==> src/rtl/calc_pkg.sv <==
// rtl/calc_pkg.sv - shared types, widths and segment patterns for the BCD display slice
package calc_pkg;

    typedef enum logic [1:0] {
        IDLE  = 2'd0,
        SHIFT = 2'd1,
        DONE  = 2'd2
    } calc_state_t;

    localparam int NUM_DIGITS = 3;
    localparam int BCD_W      = 4;
    localparam int DATA_W     = 8;
    localparam int SCRATCH_W  = NUM_DIGITS * BCD_W;

    // Active-high segment patterns, bit order {g,f,e,d,c,b,a}
    localparam logic [6:0] SEG_0     = 7'b0111111;
    localparam logic [6:0] SEG_1     = 7'b0000110;
    localparam logic [6:0] SEG_2     = 7'b1011011;
    localparam logic [6:0] SEG_3     = 7'b1001111;
    localparam logic [6:0] SEG_4     = 7'b1100110;
    localparam logic [6:0] SEG_5     = 7'b1101101;
    localparam logic [6:0] SEG_6     = 7'b1111101;
    localparam logic [6:0] SEG_7     = 7'b0000111;
    localparam logic [6:0] SEG_8     = 7'b1111111;
    localparam logic [6:0] SEG_9     = 7'b1101111;
    localparam logic [6:0] SEG_BLANK = 7'b0000000;

    // Double-dabble correction: every nibble >= 5 gets +3 so the next shift carries correctly
    function automatic logic [SCRATCH_W-1:0] dabble_adjust(input logic [SCRATCH_W-1:0] s);
        logic [SCRATCH_W-1:0] r;
        logic [BCD_W-1:0]     nib;
        r = s;
        for (int i = 0; i < NUM_DIGITS; i++) begin
            nib = s[i*BCD_W +: BCD_W];
            if (nib >= 4'd5) begin
                r[i*BCD_W +: BCD_W] = nib + 4'd3;
            end
        end
        return r;
    endfunction

endpackage

==> src/rtl/seg7_decode_v.sv <==
// rtl/seg7_decode_v.sv - BCD digit to active-high seven-segment pattern
module seg7_decode_v
    import calc_pkg::*;
(
    input  logic [3:0] bcd,
    output logic [6:0] seg
);

    // Codes 10..15 cannot come out of the converter; they light nothing
    always_comb begin
        seg = SEG_BLANK;
        case (bcd)
            4'd0:    seg = SEG_0;
            4'd1:    seg = SEG_1;
            4'd2:    seg = SEG_2;
            4'd3:    seg = SEG_3;
            4'd4:    seg = SEG_4;
            4'd5:    seg = SEG_5;
            4'd6:    seg = SEG_6;
            4'd7:    seg = SEG_7;
            4'd8:    seg = SEG_8;
            4'd9:    seg = SEG_9;
            default: seg = SEG_BLANK;
        endcase
    end

endmodule

==> src/rtl/calc_bcd_display_v.sv <==
// rtl/calc_bcd_display_v.sv - serial binary-to-BCD converter driving a 3-digit scanned display (option: CALC_BCD_LEADING_ZERO_BLANK_EN)
module calc_bcd_display_v
    import calc_pkg::*;
#(
    parameter int REFRESH_DIV    = 1000,
    parameter bit SEG_ACTIVE_LOW = 1'b1
) (
    input  logic                 i_clk,
    input  logic                 i_rst_n,
    input  logic [DATA_W-1:0]    i_fu,
    input  logic                 i_load,
    output logic                 o_busy,
    output logic                 o_done,
    output logic [SCRATCH_W-1:0] o_bcd,
    output logic [6:0]           o_seg,
    output logic [2:0]           o_an
);

    localparam logic [15:0] SCAN_MAX = 16'(REFRESH_DIV - 1);
    localparam logic [6:0]  SEG_POL  = {7{SEG_ACTIVE_LOW}};
    localparam logic [2:0]  AN_POL   = {3{SEG_ACTIVE_LOW}};

    calc_state_t          state;
    logic [DATA_W-1:0]    shreg;
    logic [SCRATCH_W-1:0] scratch;
    logic [SCRATCH_W-1:0] scratch_adj;
    logic [2:0]           bit_cnt;

    logic [15:0]          scan_cnt;
    logic [1:0]           digit_idx;
    logic [BCD_W-1:0]     cur_digit;
    logic [2:0]           an_onehot;
    logic [6:0]           seg_raw;
    logic                 blank;

    assign scratch_adj = dabble_adjust(scratch);

    // Conversion FSM: capture, eight adjust-and-shift steps, then publish the result
    always_ff @(posedge i_clk) begin
        if (!i_rst_n) begin
            state   <= IDLE;
            shreg   <= '0;
            scratch <= '0;
            bit_cnt <= '0;
            o_bcd   <= '0;
            o_busy  <= 1'b0;
            o_done  <= 1'b0;
        end else begin
            o_done <= 1'b0;
            case (state)
                IDLE: begin
                    if (i_load) begin
                        shreg   <= i_fu;
                        scratch <= '0;
                        bit_cnt <= '0;
                        o_busy  <= 1'b1;
                        state   <= SHIFT;
                    end
                end
                SHIFT: begin
                    {scratch, shreg} <= {scratch_adj[SCRATCH_W-2:0], shreg, 1'b0};
                    bit_cnt          <= bit_cnt + 3'd1;
                    if (bit_cnt == 3'd7) begin
                        state <= DONE;
                    end
                end
                DONE: begin
                    o_bcd  <= scratch;
                    o_done <= 1'b1;
                    o_busy <= 1'b0;
                    state  <= IDLE;
                end
                default: begin
                    o_busy <= 1'b0;
                    state  <= IDLE;
                end
            endcase
        end
    end

    // Scan timer: each digit is held for REFRESH_DIV clocks, then the next one is enabled
    always_ff @(posedge i_clk) begin
        if (!i_rst_n) begin
            scan_cnt  <= '0;
            digit_idx <= '0;
        end else if (scan_cnt == SCAN_MAX) begin
            scan_cnt  <= '0;
            digit_idx <= (digit_idx == 2'd2) ? 2'd0 : digit_idx + 2'd1;
        end else begin
            scan_cnt <= scan_cnt + 16'd1;
        end
    end

    // Pick the digit of the last completed result for the enabled position
    always_comb begin
        cur_digit = o_bcd[3:0];
        an_onehot = 3'b001;
        case (digit_idx)
            2'd1: begin
                cur_digit = o_bcd[7:4];
                an_onehot = 3'b010;
            end
            2'd2: begin
                cur_digit = o_bcd[11:8];
                an_onehot = 3'b100;
            end
            default: begin
                cur_digit = o_bcd[3:0];
                an_onehot = 3'b001;
            end
        endcase
    end

`ifdef CALC_BCD_LEADING_ZERO_BLANK_EN
    // Suppress leading zeros; the ones digit always shows
    always_comb begin
        blank = 1'b0;
        if (digit_idx == 2'd2 && o_bcd[11:8] == 4'd0) begin
            blank = 1'b1;
        end
        if (digit_idx == 2'd1 && o_bcd[11:4] == 8'd0) begin
            blank = 1'b1;
        end
    end
`else
    assign blank = 1'b0;
`endif

    seg7_decode_v u_decode (
        .bcd (cur_digit),
        .seg (seg_raw)
    );

    // Anode and segment outputs registered together so they always switch on the same edge
    always_ff @(posedge i_clk) begin
        if (!i_rst_n) begin
            o_an  <= AN_POL ^ 3'b001;
            o_seg <= SEG_POL ^ SEG_0;
        end else begin
            o_an  <= AN_POL ^ an_onehot;
            o_seg <= SEG_POL ^ (blank ? SEG_BLANK : seg_raw);
        end
    end

endmodule

==> config.mk <==
export PLATFORM = sky130hd
export DESIGN_NAME = calc_bcd_display_v
export DESIGN_NICKNAME = d
export VERILOG_FILES = /design/src/rtl/calc_pkg.sv /design/src/rtl/seg7_decode_v.sv /design/src/rtl/calc_bcd_display_v.sv
export SDC_FILE = /design/constraint.sdc
export NUM_CORES = 1
export LEC_CHECK = 0
export ABC_AREA = 0
export CAP_MARGIN = 20
export CORE_MARGIN = 5
export CORE_UTILIZATION = 55
export CTS_CLUSTER_DIAMETER = 50
export CTS_CLUSTER_SIZE = 8
export DETAILED_ROUTE_END_ITERATION = 8
export PLACE_DENSITY = 0.82
export SETUP_SLACK_MARGIN = 0.05
export SLEW_MARGIN = 20
export SYNTH_ARGS = -nofsm -noshare
export SYNTH_HDL_FRONTEND = slang
export SYNTH_SLANG_ARGS = --single-unit
==> constraint.sdc <==
create_clock -name i_clk -period 2.7 [get_ports i_clk]
set_input_delay 0.27 -clock i_clk [delete_from_list [all_inputs] [get_ports i_clk]]
set_output_delay 0.27 -clock i_clk [all_outputs]
set_load 0.01 [all_outputs]
-- Word-level counts from Yosys, hierarchy flattened
Memories as Yosys holds them, arrays and structs flattened.
Cells that the tools add are included.
Widths: inputs -> output; s select.
- add/subtract/negate cells: 6
- magnitude comparators: 3
- eq/ne operators: 8
- muxes and demuxes: 18
- bitwise operators: 4
- reduce and logical (&&, ||, !) cells: 6
- operators by type and width (kind ; number):
    $pmux 12 s2 ; 1
    $add 16x1->16 const B ; 1
    $eq 16x10->1 const B ; 1
    $pmux 8 s2 ; 1
    $ge 4x3->1 const B ; 3
    $mux 12 ; 1
    $pmux 3 s2 ; 2
    $add 4x2->4 const B ; 2
    $mux 4 ; 2
    $mux 8 ; 1
    $pmux 4 s2 ; 1
    $not 7->7 ; 1
    $mux 2 ; 3
    $mux 3 ; 2
    $reduce_and 2->1 ; 3
    $eq 2x1->1 const B ; 2
    $eq 2x2->1 const B ; 2
    $ne 2x2->1 const B ; 2
    $pmux 2 s2 ; 1
    $add 3x1->3 const B ; 1
    $add 3x2->3 const B ; 1
    $eq 3x3->1 const B ; 1
    $not 3->3 ; 1
    $add 2x1->2 const B ; 1
    other kinds (6) ; 8
- register bits after elaboration: 67
- memory bits (read-only): 112
- bits of input ports: 11
- output and inout bits: 24
- word-level logic and storage cells: 57
- memories kept: 1
- memories (memory ; words ; bits a word ; rd ports ; clocked after memory_dff ; wr ports ; RTL line ; RTL):
    (no name shown) ; 16 ; 7 ; 1 ; 0 ; 0 ; seg7_decode_v.sv:12 ; case (bcd)

-- Longest topological paths before layout
An unclocked memory read counts as a cell.
- depth after elaboration: 4
- gate-level depth with buffers: 10
- depth with buffers taken out: 9

-- Modules after synthesis
A second synthesis with hierarchy kept.
- cells, all modules: 350
- area, all modules: 3131.8 um^2
- by module, submodules not included (module ; instances ; cells each ; area each (um^2) ; seq. area each (um^2)):
    calc_bcd_display_v ; 1 ; 322 ; 2911.5 ; 1341.3
    seg7_decode_v ; 1 ; 28 ; 220.2 ; 0.0

-- Worst setup path after synthesis
No wires, ideal clock.
- kind: reg-to-reg
- from: register digit_idx[0]
- to: register o_seg[2]
- library setup time: 0.115 ns
- arrival: 1.799 ns
- required time: 2.585 ns
- setup slack: 0.787 ns
- cell stages (with the launch flop): 10
- path buffers: 1
- cells stage by stage: dfxtp_1 > inv_1 > ha_1 > buf_2 > nor2_1 > a21oi_1 > inv_1 > ha_1 > and3_2 > o21a_1
- word-level cells in the longest chain between the ends: 4
- elaborated cells on any way between the ends: 5
- those cells by class: eq/ne (2); mux (1); bitwise (1); memory (1)
- RTL lines (item ; RTL line ; RTL):
    start: declaration ; calc_bcd_display_v.sv:30 ; logic [1:0] digit_idx;
    start signal: assignment ; calc_bcd_display_v.sv:88 ; digit_idx <= (digit_idx == 2'd2) ? 2'd0 : digit_idx + 2'd1;
    $eq 2x2->1 / $eq 2x1->1 (equally long branches) ; calc_bcd_display_v.sv:98 ; case (digit_idx)
    $pmux 4 s2 (*) ; calc_bcd_display_v.sv:98 ;
    $mem_v2 16x7 (*) ; n/a ;
    $not 7->7 (no source line) (*) ; n/a ;
    end signal: assignment ; calc_bcd_display_v.sv:138 ; o_seg <= SEG_POL ^ SEG_0;
    end signal: assignment ; calc_bcd_display_v.sv:141 ; o_seg <= SEG_POL ^ (blank ? SEG_BLANK : seg_raw);
    end: declaration ; calc_bcd_display_v.sv:15 ; output logic [6:0] o_seg,
Every way passes the cells marked *; elsewhere a longest branch is shown, timed or not.
A chain may end at the register's enable or synchronous reset.

-- Worst setup path after layout
- from: register digit_idx[0]
- to: register o_seg[3]
Same word-level chain as after synthesis.

==> reports/metrics.yaml <==
detailed_routing:
  ant_nets: 0
  wl_per_cell_um: 13.06
  avgViaCountPerCell: 5.245
  drtIter0Drc: 115
  totalWireLength_um: 5866
  vias: 2355
  drt_first_pass_iters: 4
  drc_errors: 0
floorplan:
  ios: 35
  coreArea_sq_um: 5507
  rows: 27
  chipWidth_um: 85.14
  die_area_sq_um: 7249
  die_h_um: 85.14
  initial_core_util_pct: 56.40
clocking:
  clk_latency_ps: 340
  holdBufCountCts: 0
  clk_path_buf_depth: 2
  post_cts.repair.setup_buffers: 0
  post_cts_resized: 0
  cts_tree: "built"
  cts_buffers: 9
  htree_num_levels: 3
  clk_pin_slew_ps: 70
  clock-sinks: 67
  cts_root_buf: "clkbuf_8"
finish:
  diodes: 0
  drive_gt1_share_pct: 8.223
  layoutNonFillerInstCount: 449
  fin_nets: 402
  n_fill_cell: 453
  post-route-util_pct: 66.53
  area_growth_pct: 17.97
hold_path:
  hp-class: "register to register"
sta:
  period_minus_slack_ps: 2137
  report.final.hold_viol_count: 0
  worst-slew-pin-transition_ps: 819.9
  relSlewSlack_pct: 45.23
  max_clock_freq_mhz: 467.9
  setup_slack_ps: 562.7
  fin_skew_ps: 7.207
  final.setup.tns_ps: 0
  finalSetupViolCount: 0
  rsz0062_at_grt: "false"
  maxSlewViolCount: 0
  finalCritPeriodShare_pct: 79.16
yosys:
  avgSynthCellArea_sq_um: 9.080
  synth.area.top_cells: "dfxtp_1, ha_1, nand2_1, a21boi_0, nor2_1"
  synth.distinct_cells: 45
  async_flop_share_pct: 0
  yosys_register_bits: 67
  synth.largest_area_cell: "dfxtp_1"
  yosysMostFrequentCell: "dfxtp_1"
  synthAdderAreaFrac_pct: 7.252
  seq_area_frac_synth_pct: 43.19
  synth-main-ff-cell: "dfxtp_1"
  yosys.area_share.simple_pct: 21.76
  synthTopCellsByCount: "dfxtp_1, nand2_1, nor2_1, ha_1, nand3_1"
  syn-cell-area_sq_um: 3105
  synth-xor-area-share_pct: 5.641
  synth_edf_count: 0
  synth_compound_area_share_pct: 14.63
  synthMuxAreaShare_pct: 3.465
  synth_top_family_by_area: "simple AND/OR/NAND/NOR gates"
  syn_inst: 342
  yosysTopAreaCellShare_pct: 43.19
  yosysWarnings: 0
  syn-num-nets: 371
run:
  drv_cap: 0
global_routing:
  grt_first_pass_wirelength_um: 10030
  grt.overflow.total: 0
  grt.total_usage_pct: 17.21
  grt_pass1_vias: 2266
  antenna_found_initial: 0
  grt_max_degree: 42
worst_setup_path:
  cp-start-kind: "register"
  end_kind: "register"
  cp.arrival_ps: 2350
  worstPathMaxFanout: 7
  cp.required_ps: 2920
  path_class: "register to register"
power_and_ir_drop:
  ir_drop_uv: 369.5
  power_density_nw_per_um2: 528.6
  switching_share_pct: 22.29
  p_clk_share_pct: 42.2
  p_int_w: 0.001505
  p_switching_w: 0.0004315
  seq_power_share_pct: 52.7
  power_leakage_nw: 1.407
  combPwrFrac_pct: 5.1
  finalPower_w: 0.001936
placement:
  hpwlAfterDp_um: 4036
  io_buffer_count: 34
  place_inst: 434
  place_ws_ps: 574.2
  routabilityCongestion: 0.7598
run_status:
  status: "finished clean"
==> layout by cell type (no fill, tap or decap), types with 2 or more instances in the layout <==
cell             instances
a21boi_0                14
a21oi_1                 12
a22oi_1                  9
and2_1                   6
and3_1                   5
clkbuf_8                14
clkdlybuf4s50_1         34
dfxtp_1                 67
ha_1                    18
inv_1                   13
mux2_2                   2
mux2i_1                  4
mux2i_4                  2
nand2_1                 49
nand2b_1                 5
nand3_1                 17
nand4_1                  2
nor2_1                  25
nor2_2                   2
nor2b_1                 11
nor3_1                   4
o211a_1                  8
o21a_1                   2
o21ai_0                 12
o32ai_1                  2
xnor2_1                 10
xor2_1                  10
==> sequential cells by signal (all words and copies together), names as in the netlist <==
signal / cells
o_busy: 1
state: 2
o_bcd: 12
bit_cnt: 3
o_done: 1
o_an: 3
scratch: 12
scan_cnt: 16
o_seg: 7
digit_idx: 2
shreg: 8
==> per-stage QoR <==
step           area (sq um)  hold WS (ps)
5_1_grt                3664         508.3
3_3_place_gp           3466         444.1
3_5_place_dp           3466         463.2
2_1_floorplan          3105         414.7
6_report               3664         480.3
4_1_cts                3664         480.6
==> cells by family (layout without fill, tap and decap cells) <==
kind of cell / after synthesis / in the layout
buf+inv: 28 / 63
fa+ha+maj: 18 / 18
flops: 67 / 67
simple gates: 136 / 136
mux: 8 / 8
compound gates: 65 / 65
xor+xnor: 20 / 20
==> layout make-up <==
type                    count  area, sq um  share of cell area [%]
flip-flops and latches     67         1341                   36.61
repair buffers             35        347.8                   9.495
clock inverters             1        5.005                  0.1366
clock buffers              14        192.7                   5.260
well taps                  72        90.09                   2.459
inverters                  13        48.80                   1.332
multi-input cells         247         1638                   44.71
==> path summary, 6_finish.rpt <==
kind                            slack (ps)  cells past startpoint          from         to
worst max-delay path                   560                      8  digit_idx[0]   o_seg[3]
worst min register to register         480                      2   scratch[11]  o_bcd[11]
worst min-delay path                   480                      2   scratch[11]  o_bcd[11]
worst max register to register         560                      8  digit_idx[0]   o_seg[3]
==> metal layers <==
metal  vias up  wire (um)  part of all wire, %  global-route usage [%]
li1       1216          -                    -                       -
met1      1086       2640                   45                   19.42
met2        44       2871                   49                   30.16
met3         9        248                  4.2                   4.272
met4         0        106                  1.8                   8.201
met5         -          0                    0                       0
==> worst max-delay path: stages (launching register included) <==
cell and delay, ps:
dfxtp_1 380, inv_1 80, ha_1 510, nor2_1 80, a21oi_1 270, inv_1 140
ha_1 330, o21ai_0 160, a21oi_1 60
==> power by group through the flow <==
stage | Sequential, W | Combinational (W) | Clock [W]
after floorplan | 0.00104 | 0.0000719 | 0
after global placement | 0.00104 | 0.0000970 | 0
after detailed placement | 0.00104 | 0.0000990 | 0
after CTS | 0.00102 | 0.0000997 | 0.000830
after global routing | 0.00102 | 0.000112 | 0.000881
final | 0.00102 | 0.0000984 | 0.000817
No activity file was read; power rests on OpenSTA's default activity.
